**src/rtl/apb_initiator.sv**
```systemverilog
// APB4 requester: converts a valid/ready request into a single APB transfer and
// returns a held response carrying read data, the slave error and a watchdog flag.
module apb_initiator #(
  parameter int unsigned ADDR_W  = 32,
  parameter int unsigned DATA_W  = 32,
  parameter int unsigned TIMEOUT = 255,
  parameter int unsigned TO_W    = 8
) (
  input  logic                  PCLK,
  input  logic                  PRESET,
  input  logic                  req_valid,
  output logic                  req_ready,
  input  logic                  req_write,
  input  logic [ADDR_W-1:0]     req_addr,
  input  logic [DATA_W-1:0]     req_wdata,
  input  logic [DATA_W/8-1:0]   req_strb,
  output logic                  rsp_valid,
  input  logic                  rsp_ready,
  output logic [DATA_W-1:0]     rsp_rdata,
  output logic                  rsp_err,
  output logic                  rsp_timeout,
  output logic                  PSEL,
  output logic                  PENABLE,
  output logic                  PWRITE,
  output logic [ADDR_W-1:0]     PADDR,
  output logic [DATA_W-1:0]     PWDATA,
  output logic [DATA_W/8-1:0]   PSTRB,
  input  logic                  PREADY,
  input  logic                  PSLVERR,
  input  logic [DATA_W-1:0]     PRDATA
);

  typedef enum logic [1:0] {
    S_IDLE,
    S_SETUP,
    S_ACCESS,
    S_RESP
  } state_t;

  // Abort once the wait counter would reach TIMEOUT, i.e. on the TIMEOUT-th stalled ACCESS cycle.
  localparam logic [TO_W-1:0] TO_LAST = TO_W'(TIMEOUT - 1);

  state_t          state;
  logic [TO_W-1:0] wait_cnt;

  always_ff @(posedge PCLK) begin
    if (PRESET) begin
      state       <= S_IDLE;
      wait_cnt    <= '0;
      req_ready   <= 1'b1;
      PSEL        <= 1'b0;
      PENABLE     <= 1'b0;
      PWRITE      <= 1'b0;
      PADDR       <= '0;
      PWDATA      <= '0;
      PSTRB       <= '0;
      rsp_valid   <= 1'b0;
      rsp_rdata   <= '0;
      rsp_err     <= 1'b0;
      rsp_timeout <= 1'b0;
    end else begin
      case (state)
        S_IDLE: begin
          if (req_valid) begin
            state     <= S_SETUP;
            req_ready <= 1'b0;
            wait_cnt  <= '0;
            PSEL      <= 1'b1;
            PENABLE   <= 1'b0;
            PWRITE    <= req_write;
            PADDR     <= req_addr;
            PWDATA    <= req_write ? req_wdata : '0;
            PSTRB     <= req_write ? req_strb  : '0;
          end
        end
        S_SETUP: begin
          state   <= S_ACCESS;
          PENABLE <= 1'b1;
        end
        S_ACCESS: begin
          if (PREADY) begin
            state       <= S_RESP;
            PSEL        <= 1'b0;
            PENABLE     <= 1'b0;
            rsp_valid   <= 1'b1;
            rsp_err     <= PSLVERR;
            rsp_timeout <= 1'b0;
            rsp_rdata   <= (!PWRITE && !PSLVERR) ? PRDATA : '0;
          end else if (wait_cnt == TO_LAST) begin
            state       <= S_RESP;
            PSEL        <= 1'b0;
            PENABLE     <= 1'b0;
            rsp_valid   <= 1'b1;
            rsp_err     <= 1'b1;
            rsp_timeout <= 1'b1;
            rsp_rdata   <= '0;
          end else begin
            wait_cnt <= wait_cnt + 1'b1;
          end
        end
        S_RESP: begin
          if (rsp_ready) begin
            state     <= S_IDLE;
            rsp_valid <= 1'b0;
            req_ready <= 1'b1;
          end
        end
        default: state <= S_IDLE;
      endcase
    end
  end

endmodule
```
**config.mk**
```make
export PLATFORM = sky130hd
export DESIGN_NAME = apb_initiator
export DESIGN_NICKNAME = d
export VERILOG_FILES = /design/src/rtl/apb_initiator.sv
export SDC_FILE = /design/constraint.sdc
export NUM_CORES = 1
export LEC_CHECK = 0
export ABC_AREA = 1
export CAP_MARGIN = 20
export CELL_PAD_IN_SITES_DETAIL_PLACEMENT = 0
export CELL_PAD_IN_SITES_GLOBAL_PLACEMENT = 1
export CORE_ASPECT_RATIO = 2
export CORE_UTILIZATION = 25
export DETAILED_ROUTE_END_ITERATION = 6
export PLACE_DENSITY_LB_ADDON = 0.05
export SLEW_MARGIN = 20
export SYNTH_ARGS = -nofsm -noshare
export SYNTH_HDL_FRONTEND = slang
export SYNTH_SLANG_ARGS = --single-unit
```
**constraint.sdc**
```tcl
create_clock -name PCLK -period 2.1 [get_ports PCLK]
set_clock_uncertainty 0.2 [all_clocks]
set_input_delay 0.42 -clock PCLK [delete_from_list [all_inputs] [get_ports PCLK]]
set_output_delay 0.42 -clock PCLK [all_outputs]
set_load 0.02 [all_outputs]
```
# Yosys cells after proc, flatten, opt, wreduce, memory -nomap -nowiden
# Cells that the tools add are included.
# op_classes
n_addsub	1
eq_ne	9
muxes	28
n_reduce_logical	17
# ops
cell	n
2-to-1 mux 32 bit	4
2-to-1 mux 8 bit	3
case mux 8 bit (2 select lines)	1
AND reduction 3 bit	5
2-to-1 mux 1 bit	10
adder 8 x 1 -> 8 bit, second input constant	1
equality test 8 bit, second input constant	1
2-to-1 mux 2 bit	4
!= test 2 bit, second input constant	4
case mux 2 bit (4 select lines)	1
nonzero test 2 bit	4
case mux 1 bit (2 select lines)	3
equality test 2 bit, second input constant	2
2-to-1 mux 4 bit	1
AND reduction 2 bit	2
AND reduction 4 bit	1
!= test 3 bit, second input constant	1
case mux 1 bit (3 select lines)	1
nonzero test 3 bit	1
equality test 2 x 1 -> 1 bit, second input constant	1
logical NOT 1 bit	2
logical NOT 2 bit	1
logical AND 1 bit	1
# totals
register_bits	117
in_bits	107
out_inout_bits	107
wordCells	68

# Longest topological paths before layout
# Gate-level depths: netlist (run 1).
# logic_depth
ltp_word	4
mapped_depth	10
mapped_depth_nobuf	10

# Least setup slack after synthesis (run 1)
# No wires, ideal clock.
# synth_timing
path_type	register to register
from	register state[0]
to	register PWDATA[22]
setup_ns	0.070
arrival_ns	1.460
t_required_ns	1.830
slack_ns	0.370
stages_incl_launch_ff	8
n_path_buf	2
period_less_slack_ns	1.730
path_cell_list	dfxtp_1 > inv_1 > ha_1 > nand2_2 > buf_2 > clkbuf_1 > nand2_1 > a21oi_1
# synth_between
elab_chain_len	2
# synth_lines
element	line_no	source
from (decl)	43	state_t state;
from (signal assigned)	48	state <= S_IDLE;
from (signal assigned)	65	state <= S_SETUP;
from (signal assigned)	77	state <= S_ACCESS;
logical NOT 2 bit	62	case (state)
AND reduction 2 bit (no source line)	--	
to (signal assigned)	72	PWDATA <= req_write ? req_wdata : '0;
to (decl)	26	output logic [DATA_W-1:0] PWDATA,
# Every way passes these cells.
# A chain may end at the register's enable or synchronous reset.

# Final worst setup path (run 1)
# layout_timing
from	register PWDATA[30]
to	output PWDATA[30]
# No word-level cell between the ends.

==> results of run 1 <==
## power by group through the flow
| stage | clock network (mW) | registers, mW | logic, mW |
|---|---|---|---|
| 2_1_floorplan | 0 | 2.78 | 0.569 |
| 3_3_place_gp | 0 | 2.56 | 1.54 |
| 3_5_place_dp | 0 | 2.57 | 1.55 |
| 4_1_cts | 2.80 | 2.52 | 1.55 |
| 5_1_grt | 2.91 | 2.55 | 1.67 |
| 6_report | 2.70 | 2.52 | 1.52 |
## worst min-delay path, cell delays in order (launching register included)
cell	delay [ns]
dfxtp_1	0.30
inv_1	0.04
a21oi_1	0.05
## logic make-up after synthesis
logic type	Yosys count
and+or+nand+nor	295
DFF	117
AOI/OAI and AO/OA	113
buffers and inverters	58
adders and majority gates	6
## cells in the mapped netlist, drive strengths merged
master  instances
nand3          13
a21oi          78
inv            25
dfxtp         117
or2             2
clkbuf         16
buf            17
o21ai          34
a31oi           1
nand4           6
ha              6
nor2           86
nand2         188
## state kept, by name, indices dropped and copies added (netlist names)
name and flops:
rsp_valid 1, PWRITE 1, PSTRB 4, req_ready 1
rsp_timeout 1, PSEL 1, state 2, PENABLE 1
PWDATA 32, PADDR 32, rsp_err 1, rsp_rdata 32
wait_cnt 8
## layout by cell type (no fill, tap or decap), drive strengths merged
cell type      count
bufinv             1
or2                2
clkbuf            20
clkinvlp           6
nand2            188
clkinv             5
a21oi             78
o21ai             34
dfxtp            117
inv               25
nand4              6
nand3             13
a31oi              1
ha                 6
buf               22
clkdlybuf4s50    212
nor2              86
## worst paths after layout
| kind | from | endpoint | slack [ns] | cells after the start |
|---|---|---|---|---|
| min reg2reg | rsp_timeout | rsp_timeout | 0.24 | 2 |
| max reg2reg | state[0] | PWDATA[29] | 0.24 | 6 |
| min | rsp_timeout | rsp_timeout | 0.24 | 2 |
| max | PWDATA[30] | PWDATA[30] | 0.09 | 1 |
## stage by stage
stage	hold slack, ns	setup WS [ns]	TNS (ns)	utilization, %	cell area (um2)
after global routing	0.260	0.0269	0	42.7	7410
final	0.242	0.0893	0	42.7	7410
after CTS	0.247	0.0531	0	42.7	7410
after global placement	0.238	0.0186	0	39.5	6860
after detailed placement	0.239	-0.0215	-0.0234	39.5	6860
after floorplan	0.272	0.370	0	-	4450
## cell type report
type	instances	area, um2	share of cell area (%)
clock buffers	20	447	6.02
clock inverters	12	108	1.45
multi-input cells	414	1840	24.8
well taps	210	263	3.54
flip-flops and latches	117	2340	31.6
repair buffers	234	2320	31.3
inverters	25	93.8	1.27
## metal layers
layer | GRT usage, % | vias up | wire (um)
met4 | 7.13 | 0 | 288
met5 | 0 | - | 0
li1 | - | 2312 | -
met2 | 30.4 | 131 | 7930
met3 | 6.78 | 15 | 1060
met1 | 15.0 | 2013 | 5140
==> flow_metrics.tcl, run 1 <==
set metrics [dict create \
    seqPwrFrac_pct 37.4 \
    finalSetupViolCount 0 \
    cts_tree "built" \
    drc 0 \
    routedWlPerCell_um 14.0 \
    slowest_stage "clkdlybuf4s50_1" \
    syn2layout_area_growth_pct 66.6 \
    path_buf_inv 1 \
    slew_violations 0 \
    grt_pass1_vias 4393 \
    final_cells 1032 \
    antenna_cells 0 \
    path_clk_slew_ns 0.05 \
    ant_nets 0 \
    power_frac_comb_pct 22.5 \
    drt_iter0_drc 126 \
    final.period_utilization_pct 95.7 \
    cts_resized 0 \
    slew_headroom_pct 55.5 \
    netSwitchingPower_mw 1.96 \
    finalPower_mw 6.74 \
    rows 68 \
    clock_power_share_pct 40.1 \
    hold_viol_final 0 \
    cts_num_sinks 117 \
    portBuffers 213 \
    power_density_mw_per_mm2 909 \
    crit_arrival_ns 1.39 \
    cp-start-kind "flop" \
    dp.cells 1000 \
    root_buffer "clkbuf_16" \
    vias 4471 \
    syn_area_mm2 0.00445 \
    post_cts_buffers 0 \
    synthAdderAreaFrac_pct 1.69 \
    synth_cells 589 \
    crit_type "reg -> out" \
    cts_buffers 17 \
    ir_drop_v 0.000536 \
    dieArea_mm2 0.0184 \
    via_per_inst 4.33 \
    synth_warnings 0 \
    synth_simple_gate_area_share_pct 26.3 \
    max_freq_mhz 497 \
    hold_class "reg -> reg" \
    slowest_delay_ns 0.66 \
    dieWidth_um 96.3 \
    drive_gt1_share_pct 8.03 \
    synth_top_area_share_pct 52.6 \
    core_region_area_mm2 0.0174 \
    path_delay_family "buffers and inverters" \
    p_leak_nw 2.77 \
    p_int_mw 4.78 \
    grt_max_degree 57 \
    cp-end-kind "primary output" \
    grt_util_all_layers_pct 16.4 \
    routed_wl_um 14400 \
    io_pins 214 \
    grt-ovfl-total 0 \
    synth_top_family_by_area "simple AND/OR/NAND/NOR gates" \
    antenna_found_initial 0 \
    synth_compound_area_share_pct 13.3 \
    dr.pass1.iters 4 \
    initial_core_util_pct 25.6 \
    yosys.cell_types.count 24 \
    yosys_register_bits 117 \
    post-route-min-period_ns 2.01 \
    path_cells "clkdlybuf4s50_1" \
    fillers 1754 \
    synth-xor-area-share_pct 0 \
    crit_fanout 2 \
    synth_mux_area_share_pct 0 \
    avgSynthCellArea_um2 7.55 \
    synth-seq-area-share_pct 52.6 \
    worstMarginPinSlew_ns 0.668 \
    required_ns 1.48 \
    grt_pass1_wl_um 22200 \
    yosysTopAreaCell "dfxtp_1" \
    fin_nets 922 \
    hold_buffers 0 \
    grt_setup_unrepaired "no" \
    status "complete, no violations" \
    clock_latency_ns 0.41 \
    dp_hpwl_um 10400 \
    max_cap_viol_count 0 \
    die_h_um 191 \
    gp_congestion 0.734 \
    clk_path_buf_depth 2 \
    htree_levels 4 \
    synth_nets 702 \
    swShare_pct 29.0 \
    synthTopCellsByArea "dfxtp_1 (53%), nand2_1 (16%), a21oi_1 (8.3%)" \
]
Note: power is estimated with default switching activity, not from simulation.
==> run 2, diff against run 1 <==
--- a/config.mk
+++ b/config.mk
@@ -11,6 +11,7 @@
 export CELL_PAD_IN_SITES_GLOBAL_PLACEMENT = 1
 export CORE_ASPECT_RATIO = 2
 export CORE_UTILIZATION = 25
+export CTS_CLUSTER_SIZE = 30
 export DETAILED_ROUTE_END_ITERATION = 6
 export PLACE_DENSITY_LB_ADDON = 0.05
 export SLEW_MARGIN = 20
==> results of run 2 <==
Final layout, timing and power as in run 1 (identical DEF).
==> run 3, diff against run 2 <==
--- a/config.mk
+++ b/config.mk
@@ -10,9 +10,10 @@
 export CELL_PAD_IN_SITES_DETAIL_PLACEMENT = 0
 export CELL_PAD_IN_SITES_GLOBAL_PLACEMENT = 1
 export CORE_ASPECT_RATIO = 2
-export CORE_UTILIZATION = 25
+export CORE_UTILIZATION = 35
 export CTS_CLUSTER_SIZE = 30
 export DETAILED_ROUTE_END_ITERATION = 6
+export DONT_BUFFER_PORTS = 1
 export PLACE_DENSITY_LB_ADDON = 0.05
 export SLEW_MARGIN = 20
 export SYNTH_ARGS = -nofsm -noshare
==> flow_metrics.tcl, run 3 (synthesis results as in run 1) <==
set metrics [dict create \
    grt_pass1_wl_um 17500 \
    initial_core_util_pct 36.3 \
    antenna_cells 0 \
    layout_common_cells "nand2_1 (185), dfxtp_1 (117), nor2_1 (85)" \
    syn2layout_area_growth_pct 22.8 \
    clk_path_buf_depth 2 \
    finalSetupViolCount 0 \
    gp_congestion 0.761 \
    place_area_mm2 0.00459 \
    met3_length_um 1050 \
    slowest_stage "dfxtp_1" \
    wl_met2_um 6350 \
    design_area_mm2 0.00546 \
    via_per_inst 4.84 \
    ant_nets 0 \
    slew_headroom_pct 73.2 \
    cts_num_sinks 117 \
    crit_fanout 32 \
    whs_path_depth 1 \
    ir_drop_v 0.000645 \
    crit_type "reg -> reg" \
    reg2reg_depth 8 \
    grt_pass1_vias 3457 \
    rows 57 \
    slowest_delay_ns 0.34 \
    dr.max_layer_used "met4" \
    grt_max_degree 78 \
    hold_slack_ns -0.110 \
    top_regs "PADDR: 32 flops, PWDATA: 32 flops, rsp_rdata: 32 flops" \
    cts_tree "built" \
    final.period_utilization_pct 91.5 \
    die_h_um 161 \
    fillers 1277 \
    drt_iter0_drc 187 \
    dp.cells 715 \
    clock_latency_ns 0.40 \
    dp_hpwl_um 8140 \
    cp-start-kind "flop" \
    dr.pass1.iters 4 \
    max_cap_viol_count 0 \
    post-route-min-period_ns 1.92 \
    dieWidth_um 81.7 \
    drive_gt1_share_pct 8.79 \
    htree_levels 4 \
    final_common_cell "nand2_1" \
    grt_setup_unrepaired "no" \
    core_region_area_mm2 0.0123 \
    path_delay_family "simple AND/OR/NAND/NOR gates" \
    post_cts_buffers 0 \
    cp-end-kind "flop" \
    final_cells 773 \
    path_cells "inv_1 > ha_1 > nand2_4 > or2_4 > nor2_4 > buf_12 > nand2_1 > a21oi_2" \
    crit_arrival_ns 2.06 \
    hold_buffers 29 \
    path_buf_inv 2 \
    fin_setup_tns_ns 0 \
    wl_met1_um 4190 \
    antenna_found_initial 0 \
    finalPower_mw 6.33 \
    p_leak_nw 2.09 \
    drc 0 \
    path_depth 8 \
    cts_buffers 17 \
    r2r_slack_ns 0.18 \
    worstMarginPinSlew_ns 0.401 \
    required_ns 2.24 \
    routed_wl_um 11700 \
    slew_violations 0 \
    grt_util_all_layers_pct 17.5 \
    hold_viol_final 76 \
    violations "negative hold slack" \
    vias 3745 \
    fin_nets 729 \
    max_freq_mhz 520 \
    grt-ovfl-total 0 \
    power_density_mw_per_mm2 1160 \
    portBuffers 0 \
    path_clk_slew_ns 0.05 \
    root_buffer "clkbuf_16" \
    routedWlPerCell_um 15.2 \
    status "finished, violations left" \
    hold_class "in -> reg" \
    io_pins 214 \
    dieArea_mm2 0.0132 \
]
## run 3: changes by cell type in the layout (fill, tap and decap cells not counted), sizes merged, moves of 2 or more
cell | previous run | this run
clkdlybuf4s50 | 212 | 0
dlygate4sd3 | 0 | 29
buf | 22 | 12
clkinvlp | 6 | 3
clkinv | 5 | 3
## run 3: stage by stage
stage               hold slack, ns  utilization, %  worst slack, ns
detailed placement           0.292            37.4            0.122
floorplan                    0.272               -            0.370
global route                -0.131            44.5           0.0108
finish                      -0.110            44.5            0.178
global placement             0.279            37.4            0.200
CTS                         -0.136            44.5            0.111
## run 3: timing repair
item,CTS,global route
endpoints found under the setup margin,0,16
resized for setup,0,2
endpoints found under the hold margin,105,76
## run 3: worst paths after layout
check	from	to
worst max-delay path	state[0]	rsp_rdata[17]
worst min-delay path	PRESET	rsp_rdata[7]
worst max register to register	state[0]	rsp_rdata[17]
worst min register to register	state[0]	state[0]
## run 3: routing by layer
metal  up-vias  GRT usage [%]
li1       1923              -
met1      1672           17.1
met2       141           32.0
met3         9           6.61
met4         0           6.46
met5         -              0
## run 3: final cells by class
class                   count  area [um2]  area share (%)
clock buffers              21         480            8.80
flip-flops and latches    117        2340            42.9
well taps                 147         184            3.37
clock inverters             8         101            1.86
inverters                  25        96.3            1.76
repair buffers             41         418            7.65
multi-input cells         414        1840            33.7
## run 3: power breakdown
group,total (mW),internal [mW],switching [mW]
Sequential,2.77,2.42,0.350
Combinational,0.737,0.279,0.457
Clock,2.82,1.85,0.973
